File: config.mk
export PLATFORM = sky130hd
export DESIGN_NAME = div_seq_unit
export DESIGN_NICKNAME = d
export VERILOG_FILES = /design/src/rtl/div_seq_unit_pkg.sv /design/src/rtl/div_seq_unit_radix2_step.sv /design/src/rtl/div_seq_unit.sv
export SDC_FILE = /design/constraint.sdc
export NUM_CORES = 1
export LEC_CHECK = 0
export ABC_AREA = 1
export CAP_MARGIN = 20
export CORE_ASPECT_RATIO = 0.8
export CORE_MARGIN = 1.5
export CORE_UTILIZATION = 45
export CTS_CLUSTER_DIAMETER = 40
export DETAILED_ROUTE_END_ITERATION = 16
export PLACE_DENSITY = 0.72
export SETUP_SLACK_MARGIN = 0.2
export SLEW_MARGIN = 20
export SYNTH_ARGS = -nofsm -noshare
export SYNTH_HDL_FRONTEND = slang
export SYNTH_SLANG_ARGS = --single-unit
export TNS_END_PERCENT = 20
File: constraint.sdc
create_clock -name clk -period 3.5 [get_ports clk]
set_clock_uncertainty 0.2 [all_clocks]
set_input_delay 1.05 -clock clk [delete_from_list [all_inputs] [get_ports clk]]
set_output_delay 1.05 -clock clk [all_outputs]
set_load 0.01 [all_outputs]
File: src/rtl/div_seq_unit_pkg.sv
// rtl/div_seq_unit_pkg.sv - shared width default and FSM encodings for the sequential divider
package div_seq_unit_pkg;

    localparam int DIV_WIDTH = 32;

    typedef enum logic [1:0] {
        ST_IDLE = 2'd0,
        ST_BUSY = 2'd1,
        ST_DONE = 2'd2
    } div_state_t;

endpackage

File: src/rtl/div_seq_unit_radix2_step.sv
// rtl/div_seq_unit_radix2_step.sv - one combinational restoring-division step
module div_radix2_step
    import div_seq_unit_pkg::*;
#(
    parameter int WIDTH = DIV_WIDTH
) (
    input  logic [WIDTH-1:0] rem,
    input  logic [WIDTH-1:0] quo,
    input  logic [WIDTH-1:0] divisor,
    output logic [WIDTH-1:0] rem_next,
    output logic [WIDTH-1:0] quo_next
);

    logic [WIDTH:0] shifted;
    logic [WIDTH:0] trial;

    // Extra top bit keeps the shifted remainder exact when the divisor is near 2^WIDTH.
    assign shifted = {rem, quo[WIDTH-1]};
    assign trial   = shifted - {1'b0, divisor};

    always_comb begin
        rem_next = shifted[WIDTH-1:0];
        quo_next = {quo[WIDTH-2:0], 1'b0};
        if (!trial[WIDTH]) begin
            rem_next = trial[WIDTH-1:0];
            quo_next = {quo[WIDTH-2:0], 1'b1};
        end
    end

endmodule

File: src/rtl/div_seq_unit.sv
// rtl/div_seq_unit.sv - multi-cycle radix-2 restoring divider for the E stage
module div_seq_unit
    import div_seq_unit_pkg::*;
#(
    parameter int WIDTH = DIV_WIDTH
) (
    input  logic             clk,
    input  logic             rst,
    input  logic             div_startE,
    input  logic             div_signedE,
    input  logic [WIDTH-1:0] src_aE,
    input  logic [WIDTH-1:0] src_bE,
    input  logic             stallE,
    input  logic             flushE,
    output logic             div_stallE,
    output logic             div_validE,
    output logic [WIDTH-1:0] div_hiE,
    output logic [WIDTH-1:0] div_loE
);

    localparam int CNT_W = $clog2(WIDTH) + 1;

    div_state_t       state, state_next;
    logic [CNT_W-1:0] cnt;
    logic [WIDTH-1:0] rem_q, quo_q, divisor_q, dividend_q;
    logic [WIDTH-1:0] rem_nx, quo_nx;
    logic [WIDTH-1:0] a_abs, b_abs, hi_fix, lo_fix;
    logic             sign_q, sign_r;
    logic             start_ok, last_step;

    assign a_abs     = (div_signedE && src_aE[WIDTH-1]) ? -src_aE : src_aE;
    assign b_abs     = (div_signedE && src_bE[WIDTH-1]) ? -src_bE : src_bE;
    assign start_ok  = (state == ST_IDLE) && div_startE && !flushE;
    assign last_step = (state == ST_BUSY) && (cnt == CNT_W'(WIDTH - 1));

    div_radix2_step #(.WIDTH(WIDTH)) u_step (
        .rem      (rem_q),
        .quo      (quo_q),
        .divisor  (divisor_q),
        .rem_next (rem_nx),
        .quo_next (quo_nx)
    );

    // Divide by zero bypasses sign fixup and returns the raw dividend as remainder.
    always_comb begin
        lo_fix = sign_q ? -quo_nx : quo_nx;
        hi_fix = sign_r ? -rem_nx : rem_nx;
        if (divisor_q == '0) begin
            lo_fix = '1;
            hi_fix = dividend_q;
        end
    end

    always_comb begin
        state_next = state;
        div_stallE = 1'b0;
        case (state)
            ST_IDLE: begin
                if (start_ok) begin
                    state_next = ST_BUSY;
                    div_stallE = 1'b1;
                end
            end
            ST_BUSY: begin
                div_stallE = !flushE;
                if (last_step) state_next = ST_DONE;
            end
            ST_DONE: begin
                if (!stallE) state_next = ST_IDLE;
            end
            default: state_next = ST_IDLE;
        endcase
        if (flushE) state_next = ST_IDLE;
    end

    always_ff @(posedge clk) begin
        if (rst) begin
            state      <= ST_IDLE;
            cnt        <= '0;
            rem_q      <= '0;
            quo_q      <= '0;
            divisor_q  <= '0;
            dividend_q <= '0;
            sign_q     <= 1'b0;
            sign_r     <= 1'b0;
            div_hiE    <= '0;
            div_loE    <= '0;
        end else begin
            state <= state_next;
            if (start_ok) begin
                rem_q      <= '0;
                quo_q      <= a_abs;
                divisor_q  <= b_abs;
                dividend_q <= src_aE;
                sign_q     <= div_signedE && (src_aE[WIDTH-1] ^ src_bE[WIDTH-1]);
                sign_r     <= div_signedE && src_aE[WIDTH-1];
                cnt        <= '0;
            end else if (state == ST_BUSY) begin
                rem_q <= rem_nx;
                quo_q <= quo_nx;
                cnt   <= cnt + 1'b1;
                if (last_step && !flushE) begin
                    div_hiE <= hi_fix;
                    div_loE <= lo_fix;
                end
            end
        end
    end

    assign div_validE = (state == ST_DONE);

endmodule

==> summary.md, run 1 <==
| Metric | Value |
|---|---|
| First-pass detailed-route iteration total | 6 |
| CTS tree | yes |
| Core ar. | 31500 um2 |
| DR vias/cell | 5.306 |
| Initial drt markers | 1664 |
| Number of max-cap violations | 0 |
| GR Util met2 | 49.08% |
| Routed length per instance | 17.24 um |
| Post-synth EDFFs | 0 |
| CP max-delay cell | dfxtp_1 |
| IO Port Bufs | 135 |
| Reg2reg end | div_loE[10] |
| Final Hold Fails | 0 |
| Hold_ws | 0.2631 ns |
| Synthesized area | ~14000 um2 |
| Period minus WS final | between 3 and 4 ns |
| Crit path depth | 25 |
| Starting Density | around 46% |
| Post-synthesis sequential area ratio | about 28% |
| Hold EP | dividend_q[17] |
| Final setup fails | 33 |
| Ant. Diodes | 0 |
| Hold Startpoint | dividend_q[17] |
| Ports | 136 |
| Total power | 9.102 mW |
| DRT Wirelength | 55670 um |
| CTS Buf Count | 31 |
| Ys async rst share | 0% |
| Synth Area per Inst | 6.077 um2 |
| Clk sinks | 202 |
| Fraction of layout cells with a size suffix above 1 | 18.97% |
| R2R depth | 25 |
| Post-Synth Simple-Gate Area | 33.28% |
| Dpl hpwl | 44230 um |
| Dpl ws | -0.5869 ns |
| H-Tree Level Count | 1 |
| Width of the die | 203.3 um |
| Max incr delay on CP | 0.44 ns |
| Worst path most repeated cell | buf_4 |
| Critical path origin | rem_q[17] |
| Clk pin slew, worst setup/hold paths | ~0.060 ns |
| Unrepaired setup endpoints after global routing | true |
| Syn nets | 2485 |
| CP endpoint kind | flip-flop |
| Fin Setup TNS | -3.836 ns |
| R2r setup slk | -0.29 ns |
| Clock Tree Root | clkbuf_16 |
| Antenna-violating nets left | 0 |
| Crit-path max FO | 3 |
| Slew HR | 47.47% |
| CP startpoint kind | flip-flop |
| GRT overflow | 0 |
| Worst skew pair latency | 0.56 ns |
| Synth area leader | dfxtp_1 |
| Synth Area in Adders | around 3.3% |
| Initial antenna violation count | 0 |
| Worst Tran Pin Value | 0.7880 ns |
| Required time worst endpoint | 3.74 ns |
| Cells after synthesis | 2377 |
| Met3 Usage GRT | 8.280% |
| Gr busiest metal | met2 |
| Main area contributors after synthesis | dfxtp_1, nand2_1, inv_1 |
| Critical path buffer and inverter count | 8 |
| Combinational family with the most area after synthesis | simple AND/OR/NAND/NOR gates |
| Vias | 17133 |
| YS warnings | 0 |
| Die height | ~160 um |
| Met1 global-route usage | 47.85% |
| WS Path Type | flip-flop to flip-flop |
| Setup WS post-layout | -0.2917 ns |
| Vias in the first global route | 15906 |
| Top cell type's share of synthesized area | 27.99% |
| Synth cell types | 59 |
| Failing checks | negative setup slack |
| First-pass GRT wire length | 86350 um |
| Clock buffer depth | 3 |
| Synth Register Bits | approximately 200 |
| DRC Markers | 0 |
| Max VDD drop | around 370 uV |
| F_max | 263.7 MHz |
| R2r startpoint | rem_q[17] |
| Row Count | 58 |
| Worst endpoint data arrival time | 4.03 ns |
| Largest net degree at the start of global routing | 88 |
| Top_reg_cell synth | dfxtp_1 |
| Global placement routability congestion | 1.004 |
| Post-Synth XOR/XNOR Area | 3.335% |
| Die area | 33190 um2 |
| Hold Crit Depth | 2 |
| Pwr/cell area | 457.4 nW/um2 |
| Final net count | 2894 |
| Post-synthesis compound-gate area fraction | approximately a fifth |
| Layout area overhead | 37.77% |
| Leak | a little under 10 nW |
| Multiplexer share of the synthesized area | 0% |
| Final Cycle Share | 108.3% |
| Status | finished, violations left |
| Critical path's top delay family | simple AND/OR/NAND/NOR gates |
| Worst hold path class | flip-flop to flip-flop |
| Final Max Tran Viols | 0 |
| Total track usage | 33.24% |
how the worst max path moves through the flow:
stage | endpoint | slack [ns]
global route | div_loE[28] | -0.53
floorplan | div_loE[30] | -0.10
finish | div_loE[10] | -0.29
detailed placement | quo_q[30] | -0.59
global placement | quo_q[30] | -0.50
CTS | div_loE[28] | -0.30
placed cells by master (no fill, tap or decap), types with 16 or more instances in the layout:
| cell type | Yosys | final |
|---|---|---|
| o21ai_0 | 149 | 144 |
| o211ai_1 | 19 | 19 |
| xnor2_1 | 18 | 17 |
| buf_4 | 3 | 320 |
| clkbuf_16 | 0 | 31 |
| a31oi_1 | 19 | 18 |
| nor2_1 | 208 | 197 |
| o221ai_1 | 17 | 17 |
| nand4_1 | 21 | 21 |
| inv_1 | 380 | 372 |
| dfxtp_1 | 202 | 200 |
| clkdlybuf4s50_1 | 0 | 133 |
| nor2_2 | 10 | 20 |
| xor2_1 | 37 | 37 |
| o22ai_1 | 24 | 24 |
| nand2_2 | 27 | 39 |
| nand3_1 | 130 | 123 |
| nand2_1 | 639 | 626 |
| nor3_1 | 24 | 16 |
| a21oi_1 | 195 | 190 |
| o21ai_1 | 14 | 17 |
| ha_1 | 37 | 32 |
registers in the layout (all words and copies together), names as in the netlist:
name,count
quo_q,32
div_loE,32
cnt,6
div_hiE,32
state,2
divisor_q,32
sign_q,1
rem_q,32
dividend_q,32
sign_r,1
repair_timing:
item,in CTS,in global routing
hold buffers,0,0
pin swaps,18,19
resized for setup,47,33
endpoints found under the setup margin,52,75
endpoints found under the hold margin,0,0
buffers inserted,15,1
gates cloned,0,0
area by class of cell:
class | instances | area (um2)
clock buffers | 36 | 824.5
multi-input cells | 1692 | 8842
clock inverters | 20 | 249.0
repair buffers | 467 | 3940
inverters | 392 | 1474
flip-flops and latches | 202 | 4046
fillers | 3017 | 11590
well taps | 420 | 525.5
logic make-up after synthesis:
logic type                 after synthesis
adders and majority gates               38
xor gates and xnor gates                55
DFF                                    202
buffers and inverters                  483
AOI/OAI and AO/OA                      482
and+or+nand+nor                       1117
power by group:
group | switching (mW) | internal, mW | total [mW]
sequential | 0.0846 | 2.40 | 2.48
clock | 1.21 | 2.00 | 3.22
combinational | 2.02 | 1.39 | 3.41
metal layers:
layer	vias to the layer above	routed length (um)	share of wire, %
li1	8486	-	-
met1	7832	25830	46
met2	720	22690	41
met3	95	5725	10
met4	0	1436	2.6
met5	-	0	0
through the flow:
step	instance area (um2)	utilization (%)	std cells
2_1_floorplan	14500	-	2377
6_report	19900	63.19	3229
5_1_grt	19900	63.19	3229
3_3_place_gp	18410	58.46	3157
4_1_cts	19770	62.76	3228
3_5_place_dp	18410	58.46	3157
worst min-delay path, cell delays in order (launching register included):
cell     delay, ns
dfxtp_1       0.29
inv_1         0.06
a21oi_1       0.06
synthesized netlist by cell type (3+ instances only):
| cell type | number |
|---|---|
| a211oi_1 | 12 |
| a21oi_1 | 195 |
| a221oi_1 | 3 |
| a31oi_1 | 19 |
| and2_1 | 3 |
| buf_1 | 8 |
| buf_4 | 3 |
| buf_6 | 7 |
| clkbuf_1 | 70 |
| clkinv_1 | 6 |
| dfxtp_1 | 202 |
| ha_1 | 37 |
| inv_1 | 380 |
| inv_2 | 6 |
| nand2_1 | 639 |
| nand2_2 | 27 |
| nand2_4 | 6 |
| nand3_1 | 130 |
| nand3_2 | 4 |
| nand3b_1 | 10 |
| nand4_1 | 21 |
| nor2_1 | 208 |
| nor2_2 | 10 |
| nor3_1 | 24 |
| nor3_2 | 3 |
| nor4_1 | 16 |
| o2111ai_1 | 4 |
| o211ai_1 | 19 |
| o21ai_0 | 149 |
| o21ai_1 | 14 |
| o21bai_1 | 4 |
| o221ai_1 | 17 |
| o22ai_1 | 24 |
| o31ai_1 | 6 |
| or2_2 | 6 |
| xnor2_1 | 18 |
| xor2_1 | 37 |
Note: power is estimated with default switching activity, not from simulation.
==> run 2: changes to the inputs <==
--- a/config.mk
+++ b/config.mk
@@ -12,7 +12,8 @@
 export CORE_UTILIZATION = 45
 export CTS_CLUSTER_DIAMETER = 40
 export DETAILED_ROUTE_END_ITERATION = 16
-export PLACE_DENSITY = 0.72
+export DONT_BUFFER_PORTS = 1
+export PLACE_DENSITY = 0.66
 export SETUP_SLACK_MARGIN = 0.2
 export SLEW_MARGIN = 20
 export SYNTH_ARGS = -nofsm -noshare
==> run 2 against run 1 <==
The run still ends with negative setup slack left. Global-route usage decreased by 0.16 points. Die area unchanged. First-iteration DRC count increased by 10%. Critical endpoint is now div_loE[28]. Sequential share of layout area increased by 1.3 points. Final cell count decreased by 5.9%. Worst setup slack improved by 0.050 ns. Clock power decreased by 8.1%.
==> summary.md, run 2 (synthesis gave the netlist of run 1 again) <==
| Metric | Value |
|---|---|
| Final setup fails | 37 (was 33) |
| Crit-path max FO | 3 (unchanged) |
| Width of the die | 203.3 um (unchanged) |
| DRT Wirelength | 56960 um (was 55670 um) |
| Final Max Tran Viols | 0 (unchanged) |
| Hold Crit Depth | 2 (unchanged) |
| CTS tree | yes (unchanged) |
| Clock buffer depth | 3 (unchanged) |
| H-Tree Level Count | 1 (unchanged) |
| Number of max-cap violations | 0 (unchanged) |
| Dpl hpwl | 43160 um (was 44230 um) |
| WS Path Type | flip-flop to flip-flop (unchanged) |
| Antenna-violating nets left | 0 (unchanged) |
| Required time worst endpoint | 3.75 ns (was 3.74 ns) |
| R2R depth | 27 (was 25) |
| R2r startpoint | quo_q[31] (was rem_q[17]) |
| Row Count | 58 (unchanged) |
| Failing checks | negative setup slack (unchanged) |
| Routed length per instance | 18.74 um (was 17.24 um) |
| Layout area overhead | 30.78% (was 37.77%) |
| Die height | 163.3 um (unchanged) |
| GRT overflow | 0 (unchanged) |
| CTS Buf Count | 30 (was 31) |
| Worst skew pair latency | 0.58 ns (was 0.56 ns) |
| DRC Markers | 0 (unchanged) |
| CTS Hold Buffers Added | 0 (unchanged) |
| Unrepaired setup endpoints after global routing | true (unchanged) |
| Final Cycle Share | 106.9% (was 108.3%) |
| Worst hold path class | flip-flop to flip-flop (unchanged) |
| Commonest non-fill, non-tap cell in the layout | nand2_1 (unchanged) |
| Setup WS post-layout | -0.2420 ns (was -0.2917 ns) |
| Largest net degree at the start of global routing | 71 (was 88) |
| Hold EP | dividend_q[11] (was dividend_q[17]) |
| Leak | 9.284 nW (was 9.888 nW) |
| Reg2reg end | div_loE[28] (was div_loE[10]) |
| DR vias/cell | 5.529 (was 5.306) |
| CP endpoint kind | flip-flop (unchanged) |
| Commonest cells after routing, fill and taps aside | nand2_1, inv_1, buf_4, a21oi_1, nor2_1 (was nand2_1, inv_1, buf_4, dfxtp_1, nor2_1) |
| Total track usage | 33.08% (was 33.24%) |
| IO Port Bufs | 0 (was 135) |
| Period minus WS final | 3.742 ns (was 3.792 ns) |
| First-pass GRT wire length | 85770 um (was 86350 um) |
| Dpl ws | -0.3245 ns (was -0.5869 ns) |
| Pwr/cell area | 486.3 nW/um2 (was 457.4 nW/um2) |
| Final Hold Fails | 0 (unchanged) |
| Initial antenna violation count | 0 (unchanged) |
| Fin Setup TNS | -3.754 ns (was -3.836 ns) |
| Vias | 16802 (was 17133) |
| Core ar. | 31500 um2 (unchanged) |
| Final net count | 2704 (was 2894) |
| Die area | 33190 um2 (unchanged) |
| Vias in the first global route | 15246 (was 15906) |
| Worst endpoint data arrival time | 3.99 ns (was 4.03 ns) |
| Clk pin slew, worst setup/hold paths | 0.06 ns (about the same) |
| CP startpoint kind | flip-flop (unchanged) |
| Hold Startpoint | dividend_q[11] (was dividend_q[17]) |
| Worst Tran Pin Value | 0.9668 ns (was 0.7880 ns) |
| F_max | 267.2 MHz (was 263.7 MHz) |
| Ports | 136 (unchanged) |
| R2r setup slk | -0.24 ns (was -0.29 ns) |
| Initial drt markers | 1835 (was 1664) |
| Fraction of layout cells with a size suffix above 1 | 24.70% (was 18.97%) |
| Starting Density | 45.86% (unchanged) |
| Slew HR | 34.95% (was 47.47%) |
| Clk sinks | 202 (unchanged) |
| Status | finished, violations left (unchanged) |
| Ant. Diodes | 0 (unchanged) |
| First-pass detailed-route iteration total | 6 (unchanged) |
| Max VDD drop | 408.9 uV (was 369.5 uV) |
| Filler cells | 3050 (was 3017) |
| Global placement routability congestion | 0.9846 (was 1.004) |
| Clock Tree Root | clkbuf_16 (unchanged) |
-- run 2: how the worst max path moves through the flow --
stage | from | to | slack [ns] | cells after the start
finish | quo_q[31] | div_loE[28] | -0.24 | 27
global route | quo_q[31] | div_loE[28] | -0.44 | 27
CTS | quo_q[31] | div_loE[20] | -0.15 | 26
detailed placement | quo_q[31] | div_loE[28] | -0.32 | 26
global placement | quo_q[31] | div_loE[28] | -0.21 | 26
floorplan | quo_q[31] | div_loE[30] | -0.10 | 29
-- run 2: through the flow --
step	std cells	total power [mW]	utilization (%)	cell area, um2	hold WS [ns]
global placement	2920	5.374	51.63	16260	0.2437
floorplan	2377	4.378	-	14500	0.2193
global route	3039	9.631	59.98	18890	0.2695
detailed placement	2920	5.405	51.63	16260	0.2477
finish	3039	9.186	59.98	18890	0.2623
CTS	3012	8.753	57.81	18210	0.2563
-- run 2: timing repair --
action | in CTS | in global routing
setup buffers | 33 | 25
gates resized for setup | 159 | 140
pin swaps | 47 | 56
cloned | 4 | 2
setup endpoints to repair | 48 | 55
-- run 2: critical path, cell delays in order, from the launching register on --
cell and delay, ns:
dfxtp_2 0.36, inv_4 0.05, ha_4 0.16, fa_2 0.34
inv_2 0.08, nand2_2 0.05, nand2_2 0.07, nand3_2 0.07
nand2_2 0.10, nand2_4 0.06, nand2_4 0.07, nand2_4 0.06
nand2_4 0.08, nand2_4 0.05, nand2_4 0.10, ha_4 0.15
nand3_4 0.09, nor3_4 0.13, nand4_1 0.15, buf_4 0.17
nor4_4 0.22, nand3_2 0.17, inv_2 0.13, a21oi_4 0.07
a21oi_2 0.15, xnor2_1 0.07, o221ai_1 0.14, inv_1 0.07
-- run 2: where the power goes --
group	switching [mW]	internal [mW]
clock network	1.24	1.72
registers	0.0986	2.40
logic	2.23	1.50
total	3.57	5.62
-- run 2: area by class of cell --
type                            instances  area (um2)  share of cell area [%]
Timing Repair Buffer                  276        2283                   12.09
Clock inverter                         20       195.2                   1.033
Tap cell                              420       525.5                   2.782
Multi-Input combinational cell       1694        9529                   50.44
Sequential cell                       202        4094                   21.67
Inverter                              392        1474                   7.802
Clock buffer                           35       789.5                   4.179
-- run 2: layer usage --
metal | vias up | share of wire (%) | global-route usage (%)
met5 | - | 0 | 0
met4 | 0 | 2.6 | 8.013
met3 | 108 | 9.9 | 5.906
met2 | 797 | 41 | 49.01
met1 | 7783 | 46 | 49.08
li1 | 8114 | - | -
==> RTL edit 1 (flow settings as in run 1) <==
The package constant `DIV_WIDTH` goes from 32 to 16.
--- a/src/rtl/div_seq_unit_pkg.sv
+++ b/src/rtl/div_seq_unit_pkg.sv
@@ -1,7 +1,7 @@
 // rtl/div_seq_unit_pkg.sv - shared width default and FSM encodings for the sequential divider
 package div_seq_unit_pkg;
 
-    localparam int DIV_WIDTH = 32;
+    localparam int DIV_WIDTH = 16;
 
     typedef enum logic [1:0] {
         ST_IDLE = 2'd0,
Ports: changed (resized div_hiE, div_loE, src_aE and src_bE); port bits go from 136 to 72. No check against the original RTL was run, so the function may have changed too.
==> RTL edit 1 against run 1 <==
  * Sequential cell count decreased by 97
  * Non-clock buffer count decreased by 353
  * Worst setup slack improved by 0.47 ns
  * Combinational power decreased by 61%
  * Critical endpoint is now div_stallE
  * Global-route usage decreased by 8.8 points
  * Final area decreased by 56%
  * Critical path depth decreased by 20
  * Total power decreased by 59%
  * Synthesized area decreased by 51%
  * Synthesized cell count decreased by 54%
  * Largest cell class unchanged
  * Die area decreased by 50%
  * Routed wire length decreased by 64%
==> RTL edit 1: results (changes against run 1) <==
[detailed_routing]
drtIter0Drc = 576  ; was 1664
drc = 0  ; unchanged
avgRoutedWirePerCell_um = 14.23  ; was 17.24 um
detail_route.first_pass.iterations = 5  ; was 6
vias_per_cell = 5.240  ; was 5.306

[global_routing]
grt_pass1_wl_um = 32030  ; was 86350 um
antenna_found_initial = 0  ; unchanged
grt_max_degree = 54  ; was 88
grt_usage = 0.2441  ; was 0.3324
grt_pass1_vias = 6357  ; was 15906

[setup_path]
path_max_fanout = 3  ; unchanged
crit_slowest_cell = clkdlybuf4s50_1  ; was dfxtp_1
path_delay_family = buffers and inverters  ; was simple AND/OR/NAND/NOR gates
crit_arrival_ns = 2.07  ; was 4.03 ns
worst_path_largest_cell_delay_ns = 0.50  ; was 0.44 ns

[finish]
n_antenna_cell = 0  ; unchanged
drive_above_1_share = 0.1184  ; was 0.1897

[place]
hpwl_um = 14900  ; was 44230 um
place_ws_ns = -0.08026  ; was -0.5869 ns
port_buffers = 71  ; was 135
place_congestion = 0.9023  ; was 1.004

[pwr]
p_leak_nw = 4.038  ; was 9.888 nW
ir_drop_uv = 314.4  ; was 369.5 uV

[run_status]
status = completed  ; was finished, violations left

[yosys]
syn-num-nets = 1154  ; was 2485
ys_top_cells_by_count = 284 x nand2_1, 169 x inv_1, 105 x dfxtp_1  ; was 639 x nand2_1, 380 x inv_1, 208 x nor2_1
yosysSeqAreaShare = 0.2982  ; was 0.2799
async_flop_share = 0  ; unchanged
synthTopCellsByArea = dfxtp_1 30%, nand2_1 15%, inv_1 9.0%  ; was dfxtp_1 28%, nand2_1 17%, inv_1 9.9%
ys_types = 51  ; was 59
yosys_warnings = 0  ; unchanged
ys.flop_type = dfxtp_1  ; unchanged

[cts]
clkTransAtPathRegs_ns = 0.07
cts_made_buffers = 9  ; was 31
cts.path.max_buffers = 2  ; was 3
clock_latency_ns = 0.35  ; was 0.56 ns
cts.htree.levels = 3  ; was 1
cts-root-buf = clkbuf_16  ; unchanged

[sta]
worst_pin_slew_ns = 0.7100  ; was 0.7880 ns

[flow_run]
maxCapViolations = 0  ; unchanged

[hold_path]
min_path_type = reg -> reg  ; unchanged

==> RTL edit 1: cell families after synthesis <==
| group | after synthesis | synth area share |
|---|---|---|
| AND/OR/NAND/NOR | 504 | 0.3239 |
| AO/OA/AOI/OAI | 217 | 0.1786 |
| buffers and inverters | 213 | 0.1189 |
| flip-flops | 105 | 0.2982 |
| adder cells (fa/ha/maj) | 23 | 0.04189 |
| XOR/XNOR | 31 | 0.03852 |
==> RTL edit 1: path summary, 6_finish.rpt <==
kind / start / endpoint / slack (ns) / depth (start not counted)
setup / recovery: flushE / div_stallE / 0.18 / 5
hold / removal: dividend_q[8]$_SDFFE_PP0P_ / dividend_q[8]$_SDFFE_PP0P_ / 0.26 / 2
setup reg to reg: divisor_q[10]$_SDFFE_PP0P_ / div_hiE[4]$_SDFFE_PP0P_ / 0.32 / 18
hold reg to reg: dividend_q[8]$_SDFFE_PP0P_ / dividend_q[8]$_SDFFE_PP0P_ / 0.26 / 2
==> RTL edit 1: metrics by stage <==
stage / area (sq um) / util / instances
final: 8716 / 0.5748 / 1392
after global routing: 8716 / 0.5748 / 1392
after CTS: 8408 / 0.5545 / 1376
after detailed placement: 8013 / 0.5284 / 1356
after global placement: 8013 / 0.5284 / 1356
after floorplan: 7056 / - / 1093
==> RTL edit 1: cell type report <==
class	instances	area, sq um
fillers	1456	6449
inverters	172	648.1
clock buffers	9	225.2
multi-input cells	775	4309
well taps	210	262.8
flip-flops and latches	105	2103
repair buffers	114	1056
clock inverters	7	111.4
==> RTL edit 1: tightest hold or removal path: cells and delay by family (launching register included) <==
kind	cells	cell delay, ns
buffers and inverters	1	0.06
AO/OA/AOI/OAI	1	0.06
flip-flops	1	0.30
==> RTL edit 1: where the power goes <==
part	switching (mW)	total, mW	internal, mW
Sequential	0.0456	1.29	1.24
Clock	0.491	1.13	0.643
Combinational	0.816	1.32	0.502
Total	1.35	3.74	2.39
==> RTL edit 1: routing by layer <==
metal  up-vias  global-route usage  routed length, um  share of wire
li1       3705                   -                  -              -
met1      3323              0.3884              10190           0.51
met2       256              0.3504               8072           0.41
met3        10             0.03124               1440          0.073
met4         0             0.03849                104         0.0053
met5         -                   0                  0              0
==> RTL edit 1: timing repair <==
action | in CTS | in global routing
pin swaps | 2 | 19
endpoints found under the setup margin | 7 | 24
setup buffers | 4 | 16
hold buffers | 0 | 0
resized for setup | 5 | 43
==> RTL edit 2 (flow settings as in run 1) <==
Made on the original files. Encoding of `div_state_t`: now one-hot (3 bits for 3 states).
--- a/src/rtl/div_seq_unit_pkg.sv
+++ b/src/rtl/div_seq_unit_pkg.sv
@@ -3,10 +3,10 @@
 
     localparam int DIV_WIDTH = 32;
 
-    typedef enum logic [1:0] {
-        ST_IDLE = 2'd0,
-        ST_BUSY = 2'd1,
-        ST_DONE = 2'd2
+    typedef enum logic [2:0] {
+        ST_IDLE = 3'b001,
+        ST_BUSY = 3'b010,
+        ST_DONE = 3'b100
     } div_state_t;
 
 endpackage
Formal check against the unedited RTL: no difference found for any inputs over 10 cycles, from zero or initial values and one cycle with rst high; not proved beyond that.
==> RTL edit 2 against run 1 <==
  * The run still ends with negative setup slack left
  * Routed wire length decreased by 0.65%
  * Critical path depth is 5 higher
  * Synthesized area increased by 1.8%
  * Utilization is 2.2 points higher
  * Sequential cell count is 1 higher
  * Combinational power down 39%
  * Final area increased by 4.5%
  * Worst setup slack got worse by 0.25 ns
  * Total power shrank 12%
  * Largest power group is now clock
==> RTL edit 2: results (changes against run 1) <==
[yosys]
synthTopCellsByArea = dfxtp_1 28%, nand2_1 17%, inv_1 10%  ; was dfxtp_1 28%, nand2_1 17%, inv_1 9.9%
ys_types = 57  ; was 59
syn-num-nets = 2538  ; was 2485
yosysSeqAreaShare = 0.2764  ; was 0.2799

[global_routing]
grt_max_degree = 75  ; was 88
use_met1 = 0.4704  ; was 0.4785
grt_use_met2 = 0.4854  ; was 0.4908
grt_usage = 0.3208  ; was 0.3324
use_met3 = 0.04953  ; was 0.08280

[run_status]
status = finished, violations left  ; unchanged
violations = negative setup slack  ; unchanged

[place]
dp.cells = 3190  ; was 3157
place_congestion = 0.9783  ; was 1.004
place_ws_ns = -0.6166  ; was -0.5869 ns
hpwl_um = 41660  ; was 44230 um
place_area_sq_um = 18500  ; was 18410 sq um

[finish]
finalNonFillerCells = 3285  ; was 3229
drive_above_1_share = 0.2304  ; was 0.1897

[pwr]
power_switching_mw = 2.604  ; was 3.314 mW

[setup_path]
crit_arrival_ns = 4.24  ; was 4.03 ns
path_max_fanout = 4  ; was 3

[sta]
slew_headroom = 0.2568  ; was 0.4747
setup_violations = 43  ; was 33
fin_ws_ns = -0.5427  ; was -0.2917 ns

[cts]
cts_made_buffers = 35  ; was 31
cts.htree.levels = 2  ; was 1

[detailed_routing]
num_vias = 17581  ; was 17133
detail_route.first_pass.iterations = 5  ; was 6
drtIter0Drc = 1721  ; was 1664

[RTL edit 2: cell types whose count changed in the layout (fill, tap and decap cells not counted), moves of 9 or more]
cell,before,now
o21ai_0,144,112
nor2_2,20,30
a21oi_2,6,18
a21oi_1,190,156
inv_1,372,392
nand2_2,39,82
nor2_1,197,172
ha_1,32,23
nor2_4,3,14
o21ai_2,3,16
ha_4,5,14
o22ai_1,24,37
nand2_1,626,617
[RTL edit 2: cells by family after synthesis]
family,after synthesis,share of synthesized area
flops,203,0.2764
simple gates,1168,0.3448
fa+ha+maj,38,0.03285
xor+xnor,52,0.03098
buf+inv,515,0.1371
compound gates,454,0.1779
[RTL edit 2: worst paths after layout]
path,depth (start not counted),slack (ns),startpoint,end
setup reg to reg,30,-0.54,quo_q[31]$_SDFFE_PP0P_,div_loE[14]$_SDFFE_PP0P_
setup / recovery,30,-0.54,quo_q[31]$_SDFFE_PP0P_,div_loE[14]$_SDFFE_PP0P_
hold reg to reg,2,0.25,dividend_q[1]$_SDFFE_PP0P_,dividend_q[1]$_SDFFE_PP0P_
hold / removal,2,0.25,dividend_q[1]$_SDFFE_PP0P_,dividend_q[1]$_SDFFE_PP0P_
[RTL edit 2: area by class of cell]
| type | instances | area (sq um) |
|---|---|---|
| clock buffers | 40 | 914.6 |
| clock inverters | 21 | 255.2 |
| fillers | 2812 | 11000 |
| inverters | 419 | 1573 |
| multi-input cells | 1712 | 9387 |
| flip-flops and latches | 203 | 4071 |
| well taps | 420 | 525.5 |
| repair buffers | 470 | 4064 |
[RTL edit 2: repair_timing]
item | in CTS | in global routing
resized for setup | 126 | 100
hold endpoints to repair | 0 | 0
pin swaps | 68 | 72
cloned | 2 | 0
buffers inserted | 22 | 10
endpoints found under the setup margin | 61 | 89
[RTL edit 2: routing by layer]
layer | vias to the layer above | part of all wire
met5 | - | 0
met3 | 109 | 0.085
met1 | 8066 | 0.47
met4 | 0 | 0.026
li1 | 8634 | -
met2 | 772 | 0.42
[RTL edit 2: worst reg2reg max path, delay by kind of cell (launching register included)]
kind | cells | cell delay (ns)
compound gates | 1 | 0.08
buf+inv | 10 | 0.98
flops | 1 | 0.33
fa+ha+maj | 3 | 0.72
simple gates | 16 | 1.61
[RTL edit 2: power groups by stage]
stage                     logic [mW]  registers (mW)  clock network, mW
after detailed placement        1.80            2.49                  0
after floorplan                 1.06            2.47                  0
final                           2.09            2.45               3.50
after CTS                       1.94            2.44               3.51
after global routing            2.27            2.45               3.63
after global placement          1.78            2.48                  0
